===== config.mk =====
export PLATFORM = sky130hd
export DESIGN_NAME = shift_bar_display
export DESIGN_NICKNAME = d
export VERILOG_FILES = /design/src/rtl/shift_bar_display.sv
export SDC_FILE = /design/constraint.sdc
export NUM_CORES = 1
export LEC_CHECK = 0
export CAP_MARGIN = 0
export CORE_MARGIN = 2
export CORE_UTILIZATION = 30
export CTS_BUF_LIST = sky130_fd_sc_hd__clkbuf_8
export DETAILED_ROUTE_END_ITERATION = 12
export SKIP_LAST_GASP = 1
export SYNTH_ARGS = -nofsm -noshare
export SYNTH_HDL_FRONTEND = slang
export SYNTH_SLANG_ARGS = --single-unit

===== constraint.sdc =====
create_clock -name clock -period 2.3 [get_ports clock]
set_input_delay 0.46 -clock clock [delete_from_list [all_inputs] [get_ports clock]]
set_output_delay 0.46 -clock clock [all_outputs]
set_load 0.01 [all_outputs]

===== src/rtl/shift_bar_display.sv =====
// Shift register fed on a periodic strobe, merged with a thermometer level bar onto one LED vector.
// Optional peak-hold marker on the bar: define SHIFT_BAR_DISPLAY_PEAK_HOLD_EN.
module shift_bar_display #(
  parameter int WIDTH         = 8,
  parameter int STROBE_PERIOD = 4200000,
  parameter int LEVEL_BITS    = 4,
  parameter int HOLD_STROBES  = 4
) (
  input  logic                  clock,
  input  logic                  reset,
  input  logic                  sample_in,
  input  logic                  dir,
  input  logic [LEVEL_BITS-1:0] level,
  input  logic                  level_valid,
  output logic                  strobe,
  output logic [WIDTH-1:0]      shift_out,
  output logic [WIDTH-1:0]      bar_out,
  output logic [WIDTH-1:0]      leds
);

  localparam int CNT_W = $clog2(STROBE_PERIOD);
  localparam int N_W   = $clog2(WIDTH + 1);
  localparam int CMP_W = (LEVEL_BITS > 32) ? LEVEL_BITS : 32;

  logic [CNT_W-1:0] cnt_q, cnt_d;
  logic             strobe_q, strobe_d;
  logic [WIDTH-1:0] shift_q, shift_d;
  logic [N_W-1:0]   n_q, n_d;
  logic [N_W-1:0]   n_in;
  logic [CMP_W-1:0] level_ext;

  always_comb begin
    cnt_d    = cnt_q + 1'b1;
    strobe_d = 1'b0;
    if (cnt_q == CNT_W'(STROBE_PERIOD - 1)) begin
      cnt_d    = '0;
      strobe_d = 1'b1;
    end

    shift_d = shift_q;
    if (strobe_q) begin
      if (dir) shift_d = {shift_q[WIDTH-2:0], sample_in};
      else     shift_d = {sample_in, shift_q[WIDTH-1:1]};
    end

    // Saturate in a width wide enough for both operands so large levels never wrap.
    level_ext = CMP_W'(level);
    if (level_ext >= CMP_W'(WIDTH)) n_in = N_W'(WIDTH);
    else                            n_in = N_W'(level_ext);

    n_d = n_q;
    if (level_valid) n_d = n_in;
  end

  always_ff @(posedge clock) begin
    if (reset) begin
      cnt_q    <= '0;
      strobe_q <= 1'b0;
      shift_q  <= '0;
      n_q      <= '0;
    end else begin
      cnt_q    <= cnt_d;
      strobe_q <= strobe_d;
      shift_q  <= shift_d;
      n_q      <= n_d;
    end
  end

`ifdef SHIFT_BAR_DISPLAY_PEAK_HOLD_EN
  localparam int H_W = (HOLD_STROBES < 1) ? 1 : $clog2(HOLD_STROBES + 1);

  logic [N_W-1:0] p_q, p_d;
  logic [H_W-1:0] hold_q, hold_d;

  // A raising capture takes priority over strobe-driven hold/decay.
  always_comb begin
    p_d    = p_q;
    hold_d = hold_q;
    if (level_valid && (n_in > p_q)) begin
      p_d    = n_in;
      hold_d = H_W'(HOLD_STROBES);
    end else if (strobe_q) begin
      if (hold_q != '0)   hold_d = hold_q - 1'b1;
      else if (p_q > n_q) p_d    = p_q - 1'b1;
    end
  end

  always_ff @(posedge clock) begin
    if (reset) begin
      p_q    <= '0;
      hold_q <= '0;
    end else begin
      p_q    <= p_d;
      hold_q <= hold_d;
    end
  end
`endif

  always_comb begin
    bar_out = '0;
    for (int i = 0; i < WIDTH; i++) begin
      bar_out[i] = (i + int'(n_q)) >= WIDTH;
`ifdef SHIFT_BAR_DISPLAY_PEAK_HOLD_EN
      if ((i + int'(p_q)) == WIDTH) bar_out[i] = 1'b1;
`endif
    end
  end

  assign strobe    = strobe_q;
  assign shift_out = shift_q;
  assign leds      = shift_q | bar_out;

endmodule

==> results.md, run 1 <==
* Max-slew headroom at 69.3%
* FMAX at 463 MHz
* Final setup viols at 0
* Fin cells at 300
* Result of the run: completed
* Pin count of the biggest net entering global routing at 18
* Setup TNS Final at 0 ps
* WP data required at approximately 1800 ps
* Hold_ws at 462 ps
* Total net switching power at 0.269 mW
* Hold Path Depth at 1
* Sequential area share after synthesis at a little over two fifths
* Register Area at 722 um^2
* CTS tree: yes
* Nets at between 200 and 250
* GPL Wtd Cong at 0.719
* Clock share of power at 38.6%
* Power per cell area at 562 nW/um^2
* Routed Antenna Nets at 0
* Post-Synthesis Cell Area at 1690 um^2
* Number of global-route vias before repair at 1,350
* CP startpoint kind: flip-flop
* Num CTS Buffers at 5
* GRT Util Overall at 12.4%
* Root buf cell: clkbuf_8
* Post-Place Setup Slack at 203 ps
* H-tree depth at 2
* Logic pwr share at 9.7%
* Max incr delay on CP at 480 ps
* Net Count, Synth at approximately 200
* Drt pass-1 iters at 4
* Post-CTS Setup Bufs at 0
* R2R Path End: cnt_q[22]
* Fillers at between 500 and 600
* Crit path max fanout at 6
* Cell area after layout at approximately 2200 um^2
* ANT cells at 0
* Multi-input logic area at 906 um^2
* Final WL at 3530 um
* Via density at 4.91
* Sink Count at 36
* Core area at roughly 5500 um^2
* Share of cells above drive strength 1 at 11.8%
* Buffers on Ports at 33
* Register-to-Register Path Depth at 5
* Final WS setup at 141 ps
* Mapped Cells at approximately 190
* Reg2reg setup slack at 200 ps
* Placed cell areas at about 2100 um^2
* Tcrit/Tclk final at 93.9%
* Register bit total from synthesis at 36
* Dpl hpwl at around 2500 um
* Avg WL per Cell at 11.8 um
* Area Overhead vs Synth at 30.4%
* Critical-path cell list: a21o_1 -> o21a_1 -> or2_2 -> clkdlybuf4s50_1
* Worst Path Arrival at around 1700 ps
* Pins Over Slew Limit at 0
* Initial antenna violation count at 0
* Maxcap violations at 0
* Hold Crit Class: reg -> reg
* Sequential Power Share at 51.7%
* Worst Hold End: cnt_q[0]
* First-pass GRT wire length at just over 6000 um
* Period minus WS final at 2160 ps
* Initial drt markers at 28
* Power Total at about 1.2 mW
* Most frequent cells in the layout: dfxtp_1, clkdlybuf4s50_1, nor2_1
* Row cnt at 27
* Critical Path Sink Type: output pin
* Post-synth top area share at 42.7%
* Worst r2r src: cnt_q[0]
* Leakage at just under 0.8 nW
* Slowest-stage cell, CP: clkdlybuf4s50_1
* Die X at 79.0 um
* Synth cell types at 32
* RSZ-0062 raised after global routing: no
* Clock transition at path regs at 70 ps
* I/O pins at 34
* Area leader, netlist: dfxtp_1
* Worst-Margin Slew at roughly 460 ps
* Most common cell after layout, fill and taps aside: dfxtp_1
* CTS Buffer Depth at 2
* Top cells by area, synth: dfxtp_1, mux2i_1, nor2_1, xnor2_1, a21oi_1
* Synth Warn # at 0
* Max VDD drop at 0.270 mV
* Fin. Hold Viols at 0
* Initial core utilization at 30.9%
* DRC at 0
* Core Util, Final at roughly two fifths
* Placed cell count at 293
* Origin of the worst min-delay path: cnt_q[0]
* Critical setup path kind: reg -> out
* Clk_skew at 6.23 ps
* Die area at 6250 um^2
* Clock latency on the worst-skew pair at 280 ps
* Total grt overflow at 0
* Switching Fraction at 21.7%
* P_int at about 0.97 mW
* Total number of vias at 1,473
* Chip Height at approximately 80 um
* Syn_area_per_cell at 8.75 um^2
## logic make-up (layout without fill, tap and decap cells)
| logic type | Yosys count | count (layout) | share of synthesized area, % |
|---|---|---|---|
| adders and majority gates | 1 | 1 | 0.741 |
| DFF | 36 | 36 | 42.7 |
| muxes | 9 | 9 | 5.33 |
| xor gates and xnor gates | 10 | 10 | 5.19 |
| and+or+nand+nor | 83 | 83 | 27.9 |
| AOI/OAI and AO/OA | 38 | 38 | 14.1 |
| buffers and inverters | 16 | 51 | 4.00 |
## state kept, by name, summed over array words and instances, names as in the netlist
name	flops
cnt_q	23
strobe	1
n_q	4
shift_out	8
## worst max-delay path: cells and delay by family, from the launching register on
kind	cells	cell delay, ps
AO/OA/AOI/OAI	2	320
flip-flops	1	350
AND/OR/NAND/NOR	1	260
buffers and inverters	1	480
## synthesized netlist by cell type (all sizes together)
cell	number
xor2	2
nand2	6
nand4	3
a41o	1
nand3	8
nor4	3
inv	6
a21o	2
a211oi	8
a21oi	14
nor4b	1
o31ai	5
or4	8
buf	1
nand2b	4
dfxtp	36
or3	9
o21ai	7
and3	2
nor2	23
xnor2	8
clkbuf	9
nor3	3
mux2i	9
nand3b	3
o21a	1
and4	1
or2	9
ha	1
## how the worst max path moves through the flow
stage / start / endpoint / cells past startpoint
finish: n_q[2] / leds[1] / 4
global placement: cnt_q[0] / cnt_q[22] / 5
floorplan: cnt_q[0] / cnt_q[20] / 6
CTS: n_q[3] / leds[6] / 3
global route: n_q[2] / leds[1] / 4
detailed placement: cnt_q[0] / cnt_q[22] / 5
## routing by layer
layer / GRT usage, % / part of all wire [%]
met5: 0 / 0
met4: 4.14 / 1.4
met3: 4.43 / 7.7
met2: 19.2 / 41
met1: 15.9 / 50
## power by group through the flow
stage	Clock [mW]	Combinational, mW	Sequential, mW
after floorplan	0	0.0576	0.651
after global placement	0	0.125	0.653
after detailed placement	0	0.126	0.654
after CTS	0.500	0.123	0.640
after global routing	0.530	0.131	0.641
final	0.477	0.121	0.640
## area by class of cell
cell class	count	share of cell area, %
inverters	6	1.02
repair buffers	38	16.6
flip-flops and latches	36	32.8
well taps	72	4.09
clock buffers	7	4.37
multi-input cells	141	41.1
## what timing repair did
item | in CTS | in global routing
hold buffers | 0 | 0
pin swaps | 0 | 0
setup endpoints to repair | 4 | 1
resized for setup | 5 | 1
endpoints found under the hold margin | 0 | 0
cloned | 0 | 0
No activity file was read; power rests on OpenSTA's default activity.
==> run 2: changes to the inputs <==
--- a/config.mk
+++ b/config.mk
@@ -10,6 +10,7 @@
 export CORE_UTILIZATION = 30
 export CTS_BUF_LIST = sky130_fd_sc_hd__clkbuf_8
 export DETAILED_ROUTE_END_ITERATION = 12
+export GPL_ROUTABILITY_DRIVEN = 0
 export SKIP_LAST_GASP = 1
 export SYNTH_ARGS = -nofsm -noshare
 export SYNTH_HDL_FRONTEND = slang
==> results of run 2 <==
The final DEF is identical to that of run 1; final timing and power are the same.
==> run 3: changes to the inputs <==
--- a/config.mk
+++ b/config.mk
@@ -11,6 +11,7 @@
 export CTS_BUF_LIST = sky130_fd_sc_hd__clkbuf_8
 export DETAILED_ROUTE_END_ITERATION = 12
 export GPL_ROUTABILITY_DRIVEN = 0
+export HOLD_SLACK_MARGIN = 0.05
 export SKIP_LAST_GASP = 1
 export SYNTH_ARGS = -nofsm -noshare
 export SYNTH_HDL_FRONTEND = slang
==> results of run 3 <==
The final DEF is identical to that of run 1; final timing and power are the same.
